File: src/rtl/wsg_pkg.sv
// Shared types and register-map constants for the Namco WSG voice scheduler.
package wsg_pkg;

    localparam logic [4:0] WAVE_BASE    = 5'h05;
    localparam logic [4:0] FREQ_BASE    = 5'h10;
    localparam logic [4:0] VOL_BASE     = 5'h15;
    localparam logic [4:0] VOICE_STRIDE = 5'd5;
    localparam int         NUM_VOICES   = 3;

    typedef enum logic [1:0] {IDLE, ADDR, WAIT, ACC} wsg_state_t;
    typedef logic [19:0]        phase_t;
    typedef logic signed [9:0]  mix_t;

    function automatic logic [4:0] voice_offset(input logic [1:0] voice);
        return {3'b000, voice} * VOICE_STRIDE;
    endfunction

endpackage

File: src/rtl/wsg_regfile.sv
// 32x4 sound register file: CPU write port plus a combinational per-voice view.
module wsg_regfile
    import wsg_pkg::*;
(
    input  logic       clk_pixel,
    input  logic       reset_n,
    input  logic       we,
    input  logic [4:0] addr,
    input  logic [3:0] wdata,
    input  logic [1:0] voice,
    output logic [3:0] wave,
    output logic [3:0] volume,
    output phase_t     freq
);

    logic [3:0] regs_q [32];
    logic [3:0] regs_d [32];
    logic [4:0] off;
    logic [3:0] low;

    always_comb begin
        regs_d = regs_q;
        if (we) begin
            regs_d[addr] = wdata;
        end
    end

    always_ff @(posedge clk_pixel or negedge reset_n) begin
        if (!reset_n) begin
            regs_q <= '{default: 4'h0};
        end else begin
            regs_q <= regs_d;
        end
    end

    // Only voice 0 owns a low frequency nibble; the others run at 16x granularity.
    always_comb begin
        off    = voice_offset(voice);
        low    = (voice == 2'd0) ? regs_q[FREQ_BASE] : 4'h0;
        wave   = regs_q[WAVE_BASE + off];
        volume = regs_q[VOL_BASE + off];
        freq   = {regs_q[FREQ_BASE + off + 5'd4], regs_q[FREQ_BASE + off + 5'd3],
                  regs_q[FREQ_BASE + off + 5'd2], regs_q[FREQ_BASE + off + 5'd1], low};
    end

endmodule

File: src/rtl/wsg_voice_scheduler.sv
// Time-multiplexed 3-voice WSG sequencer: slot divider, PROM fetch, volume scale, mix.
// Optional build macro WSG_MUTE_MASK_EN adds a per-voice mute_mask input.
module wsg_voice_scheduler
    import wsg_pkg::*;
#(
    parameter int PIXEL_CLOCK = 34800000,
    parameter int SLOT_RATE   = 72000
) (
    input  logic       clk_pixel,
    input  logic       reset_n,
    input  logic       reg_we,
    input  logic [4:0] reg_addr,
    input  logic [3:0] reg_wdata,
    output logic       rom_rd,
    output logic [7:0] rom_addr,
    input  logic [3:0] rom_data_a,
    input  logic [3:0] rom_data_b,
`ifdef WSG_MUTE_MASK_EN
    input  logic [2:0] mute_mask,
`endif
    output logic [9:0] sample_out,
    output logic       sample_valid,
    output logic       overrun,
    output logic [1:0] dbg_state
);

    localparam int DIV = PIXEL_CLOCK / SLOT_RATE;
    localparam int CW  = (DIV > 1) ? $clog2(DIV) : 1;

    wsg_state_t state_q, state_d;
    logic [CW-1:0] count_q, count_d;
    logic [1:0]    voice_q, voice_d;
    phase_t        phase_q [NUM_VOICES];
    phase_t        phase_d [NUM_VOICES];
    mix_t          sum_q, sum_d, sample_out_q, sample_out_d, contrib;
    logic          pending_q, pending_d, overrun_q, overrun_d;
    logic          sample_valid_q, sample_valid_d, tick;
    logic [7:0]    rom_addr_q, rom_addr_d;
    logic [3:0]    wave_q, wave_d, vol_q, vol_d, rf_wave, rf_volume, sel;
    phase_t        freq_q, freq_d, rf_freq;
    logic signed [11:0] samp, prod;

    wsg_regfile u_regfile (
        .clk_pixel (clk_pixel),
        .reset_n   (reset_n),
        .we        (reg_we),
        .addr      (reg_addr),
        .wdata     (reg_wdata),
        .voice     (voice_q),
        .wave      (rf_wave),
        .volume    (rf_volume),
        .freq      (rf_freq)
    );

    // Handshake: rom_rd is a one-cycle strobe with rom_addr; PROM data is consumed two
    // cycles later (ACC). sample_valid is a one-cycle strobe; sample_out holds between strobes.
    always_comb begin
        sel     = wave_q[3] ? rom_data_b : rom_data_a;
        samp    = $signed({8'b0, sel}) - 12'sd7;
        prod    = $signed({8'b0, vol_q}) * samp;
        contrib = $signed(prod[9:0]);
`ifdef WSG_MUTE_MASK_EN
        if (mute_mask[voice_q]) begin
            contrib = '0;
        end
`endif
    end

    always_comb begin
        tick           = (count_q == CW'(DIV - 1));
        count_d        = tick ? '0 : count_q + CW'(1);
        state_d        = state_q;
        voice_d        = voice_q;
        phase_d        = phase_q;
        sum_d          = sum_q;
        pending_d      = pending_q;
        overrun_d      = overrun_q;
        sample_out_d   = sample_out_q;
        sample_valid_d = 1'b0;
        rom_addr_d     = rom_addr_q;
        wave_d         = wave_q;
        vol_d          = vol_q;
        freq_d         = freq_q;
        rom_rd         = 1'b0;

        // A busy slot defers one tick; a second deferred tick is lost for good.
        if (tick && state_q != IDLE) begin
            if (pending_q) overrun_d = 1'b1;
            else           pending_d = 1'b1;
        end

        case (state_q)
            IDLE: begin
                if (tick || pending_q) begin
                    if (tick && pending_q) overrun_d = 1'b1;
                    pending_d = 1'b0;
                    state_d   = ADDR;
                end
            end
            ADDR: begin
                rom_rd     = 1'b1;
                wave_d     = rf_wave;
                vol_d      = rf_volume;
                freq_d     = rf_freq;
                rom_addr_d = {rf_wave[2:0], phase_q[voice_q][17:13]};
                state_d    = WAIT;
            end
            WAIT: state_d = ACC;
            ACC: begin
                phase_d[voice_q] = phase_q[voice_q] + freq_q;
                if (voice_q == 2'd2) begin
                    sample_out_d   = sum_q + contrib;
                    sample_valid_d = 1'b1;
                    voice_d        = 2'd0;
                end else begin
                    sum_d   = ((voice_q == 2'd0) ? mix_t'(0) : sum_q) + contrib;
                    voice_d = voice_q + 2'd1;
                end
                state_d = IDLE;
            end
            default: state_d = IDLE;
        endcase
    end

    always_ff @(posedge clk_pixel or negedge reset_n) begin
        if (!reset_n) begin
            state_q        <= IDLE;
            count_q        <= '0;
            voice_q        <= 2'd0;
            phase_q        <= '{default: '0};
            sum_q          <= '0;
            pending_q      <= 1'b0;
            overrun_q      <= 1'b0;
            sample_out_q   <= '0;
            sample_valid_q <= 1'b0;
            rom_addr_q     <= '0;
            wave_q         <= '0;
            vol_q          <= '0;
            freq_q         <= '0;
        end else begin
            state_q        <= state_d;
            count_q        <= count_d;
            voice_q        <= voice_d;
            phase_q        <= phase_d;
            sum_q          <= sum_d;
            pending_q      <= pending_d;
            overrun_q      <= overrun_d;
            sample_out_q   <= sample_out_d;
            sample_valid_q <= sample_valid_d;
            rom_addr_q     <= rom_addr_d;
            wave_q         <= wave_d;
            vol_q          <= vol_d;
            freq_q         <= freq_d;
        end
    end

    assign rom_addr     = rom_addr_d;
    assign sample_out   = sample_out_q;
    assign sample_valid = sample_valid_q;
    assign overrun      = overrun_q;
    assign dbg_state    = state_q;

endmodule

File: config.mk
export PLATFORM = sky130hd
export DESIGN_NAME = wsg_voice_scheduler
export DESIGN_NICKNAME = d
export VERILOG_FILES = /design/src/rtl/wsg_pkg.sv /design/src/rtl/wsg_regfile.sv /design/src/rtl/wsg_voice_scheduler.sv
export SDC_FILE = /design/constraint.sdc
export NUM_CORES = 1
export LEC_CHECK = 0
export CAP_MARGIN = 40
export CORE_AREA = 4 4 239 241
export CTS_CLUSTER_DIAMETER = 30
export CTS_CLUSTER_SIZE = 24
export DETAILED_ROUTE_END_ITERATION = 7
export DIE_AREA = 0 0 243 245
export SYNTH_ARGS = -nofsm -noshare
export SYNTH_HDL_FRONTEND = slang
export SYNTH_HIERARCHICAL = 1
export SYNTH_SLANG_ARGS = --single-unit
export TNS_END_PERCENT = 30
File: constraint.sdc
create_clock -name clk_pixel -period 17.2 [get_ports clk_pixel]
set_clock_uncertainty 0.15 [all_clocks]
set_input_delay 3.44 -clock clk_pixel [delete_from_list [all_inputs] [get_ports clk_pixel]]
set_output_delay 3.44 -clock clk_pixel [all_outputs]
set_load 0.01 [all_outputs]
==> results.yml <==
outcome:
  outcome: "complete, no violations"
setup_path:
  r2r-start: "wave_q[3]"
  crit_path_end: "sum_q[9]"
  r2r-end: "sum_q[9]"
  worst_path_largest_cell_delay_ns: 0.62
  ff2ff_path_depth: 21
  crit_path_top_delay_cell: "fa_1"
  arrival_ns: 9.38
  crit_chain: "clkdlybuf4s50_1 > mux2i_1 > inv_1 > ha_1 > a211oi_1 > a21oi_1 > or2_2 > fa_1 > fa_1 > fa_1 > inv_1 > ha_1 > a21o_1 > a21oi_1 > o21bai_1 > a21oi_1 > xnor2_1 > ha_1 > inv_1 > o31ai_4 > mux2i_1 > a2111oi_2"
  start_kind: "input pin"
  worstSetupEndpointType: "flop"
  worstSetupPathType: "in -> reg"
  cp_max_fo: 5
  worst_ep_required_time_ns: 17.49
  crit_start: "rom_data_b[0]"
  regToRegSetupSlack_ns: 10.81
clocking:
  post_cts_buffers: 0
  clock_path_buffers: 3
  clock-sinks: 249
  clkLatencyLatePin_ns: 0.57
  numCtsBuffers: 50
  clk_pin_slew_ns: 0.05
  root_buffer: "clkbuf_16"
  postCtsResizedCells: 0
  cts_tree: "built"
  ctsHoldBuffers: 0
  htree_levels: 2
min_path:
  hold_depth: 1
  holdCritPathClass: "reg -> reg"
die:
  core_region_area_um2: 54900
  row_count: 86
  die_x_um: 243
  start_util: 0.293
  ios: 43
  die_h_um: 245
  die_area_um2: 59500
sta:
  finalCriticalPeriod_ns: 9.10
  finalMaxSlewViolations: 0
  fin_ws_ns: 8.10
  relSlewSlack: 0.289
  setup_viol: 0
  rsz0062_at_grt: "false"
  worst_slew_pin_slew_ns: 1.07
  clock.fmax_mhz: 110
  hold_viol: 0
  setup_tns_ns: 0
  finalCritPeriodShare: 0.529
layout:
  n_fill_cell: 5425
  seq_area_um2: 6240
  fin_nets: 1575
  multiInputGateArea_um2: 9280
  final_cell_area_um2: 19000
  drive_above_1_share: 0.265
  areaGrowthSynthToFinish_pct: 18.0
  diodes: 0
placed_design:
  io_buffers: 42
  hpwl_um: 30000
  routabilityCongestion: 0.944
  placed_area_um2: 17200
  pre_cts_slack_ns: 7.49
logic_synthesis:
  syn_nets: 1546
  avgSynthCellArea_um2: 11.1
  synthesis.area_um2: 16100
  syn_inst: 1448
  yosys_warnings: 6
global_route:
  grt_antenna_before_repair: 0
  grt_pass1_wl_um: 67700
  grt_util_all_layers: 0.140
  grt_overflow_total: 0
  grt_pass1_vias: 12098
  grt_max_degree: 140
drt:
  vias_per_cell: 5.30
  wl_per_cell_um: 18.9
  ant_nets: 0
  via_count: 11784
  drt_iter0_drc: 783
  routed_wl_um: 42000
  drc_errors: 0
  first_pass_iters: 5
pwr:
  irDropWorstVdd_mv: 0.0926
  power_density_nw_per_um2: 103
  power.leakage_nw: 7.87
flow_run:
  drv_cap: 0
-- cells in the final DEF (no fill, tap or decap), drive strengths merged, types with 41 or more instances in the layout --
master	instances
mux2	191
nor2	74
ha	68
a21oi	46
mux4	84
inv	48
clkdlybuf4s50	41
clkbuf	63
mux2i	46
o21ai	110
dfrtp	249
nand2	169
-- state kept, by name (all words and copies together) (netlist names) --
name              flops
sample_out           10
wave_q                1
dbg_state             2
voice_q               2
freq_q               18
sample_valid          1
vol_q                 4
u_regfile/regs_q    128
sum_q                10
phase_q              54
rom_addr_q            8
count_q               9
pending_q             1
overrun               1
-- layout make-up --
| cell class | count | area share |
|---|---|---|
| clock buffers | 63 | 0.0738 |
| clock inverters | 30 | 0.0203 |
| inverters | 44 | 0.00870 |
| multi-input cells | 1069 | 0.489 |
| flip-flops and latches | 249 | 0.329 |
| well taps | 704 | 0.0464 |
| repair buffers | 63 | 0.0332 |
-- worst min path at each step --
stage / startpoint / endpoint / slack, ns
2_1_floorplan: count_q[8] / count_q[8] / 0.29
3_3_place_gp: overrun / overrun / 0.29
3_5_place_dp: overrun / overrun / 0.31
4_1_cts: overrun / overrun / 0.31
5_1_grt: overrun / overrun / 0.33
6_report: overrun / overrun / 0.31
-- critical path, delay by kind of cell --
kind            cells  cell delay, ns
fa+ha+maj           6            2.53
compound gates      8            1.88
buf+inv             4            0.64
mux                 2            0.44
simple gates        1            0.33
xor+xnor            1            0.12
-- metrics by stage --
step | instances | power (mW) | utilization | hold WS [ns]
3_3_place_gp | 2122 | 0.944 | 0.312 | 0.291
6_report | 2222 | 1.95 | 0.346 | 0.307
5_1_grt | 2222 | 2.03 | 0.346 | 0.329
3_5_place_dp | 2129 | 0.954 | 0.313 | 0.307
4_1_cts | 2222 | 1.98 | 0.346 | 0.314
2_1_floorplan | 1448 | 0.863 | - | 0.290
-- layer usage --
| metal | GRT usage | vias up | routed length [µm] |
|---|---|---|---|
| met4 | 0.0453 | 0 | 1220 |
| met5 | 0 | - | 0 |
| met1 | 0.191 | 5965 | 19000 |
| met2 | 0.220 | 373 | 19000 |
| met3 | 0.0326 | 78 | 2830 |
| li1 | - | 5368 | - |
-- power breakdown --
group / internal (mW) / switching (mW) / total, mW / leakage [nW]
combinational: 0.133 / 0.0939 / 0.227 / 3.79
clock: 0.681 / 0.325 / 1.01 / 0.853
sequential: 0.647 / 0.0746 / 0.721 / 3.22
total: 1.46 / 0.494 / 1.95 / 7.87
Power figures use the tool's default switching activity.
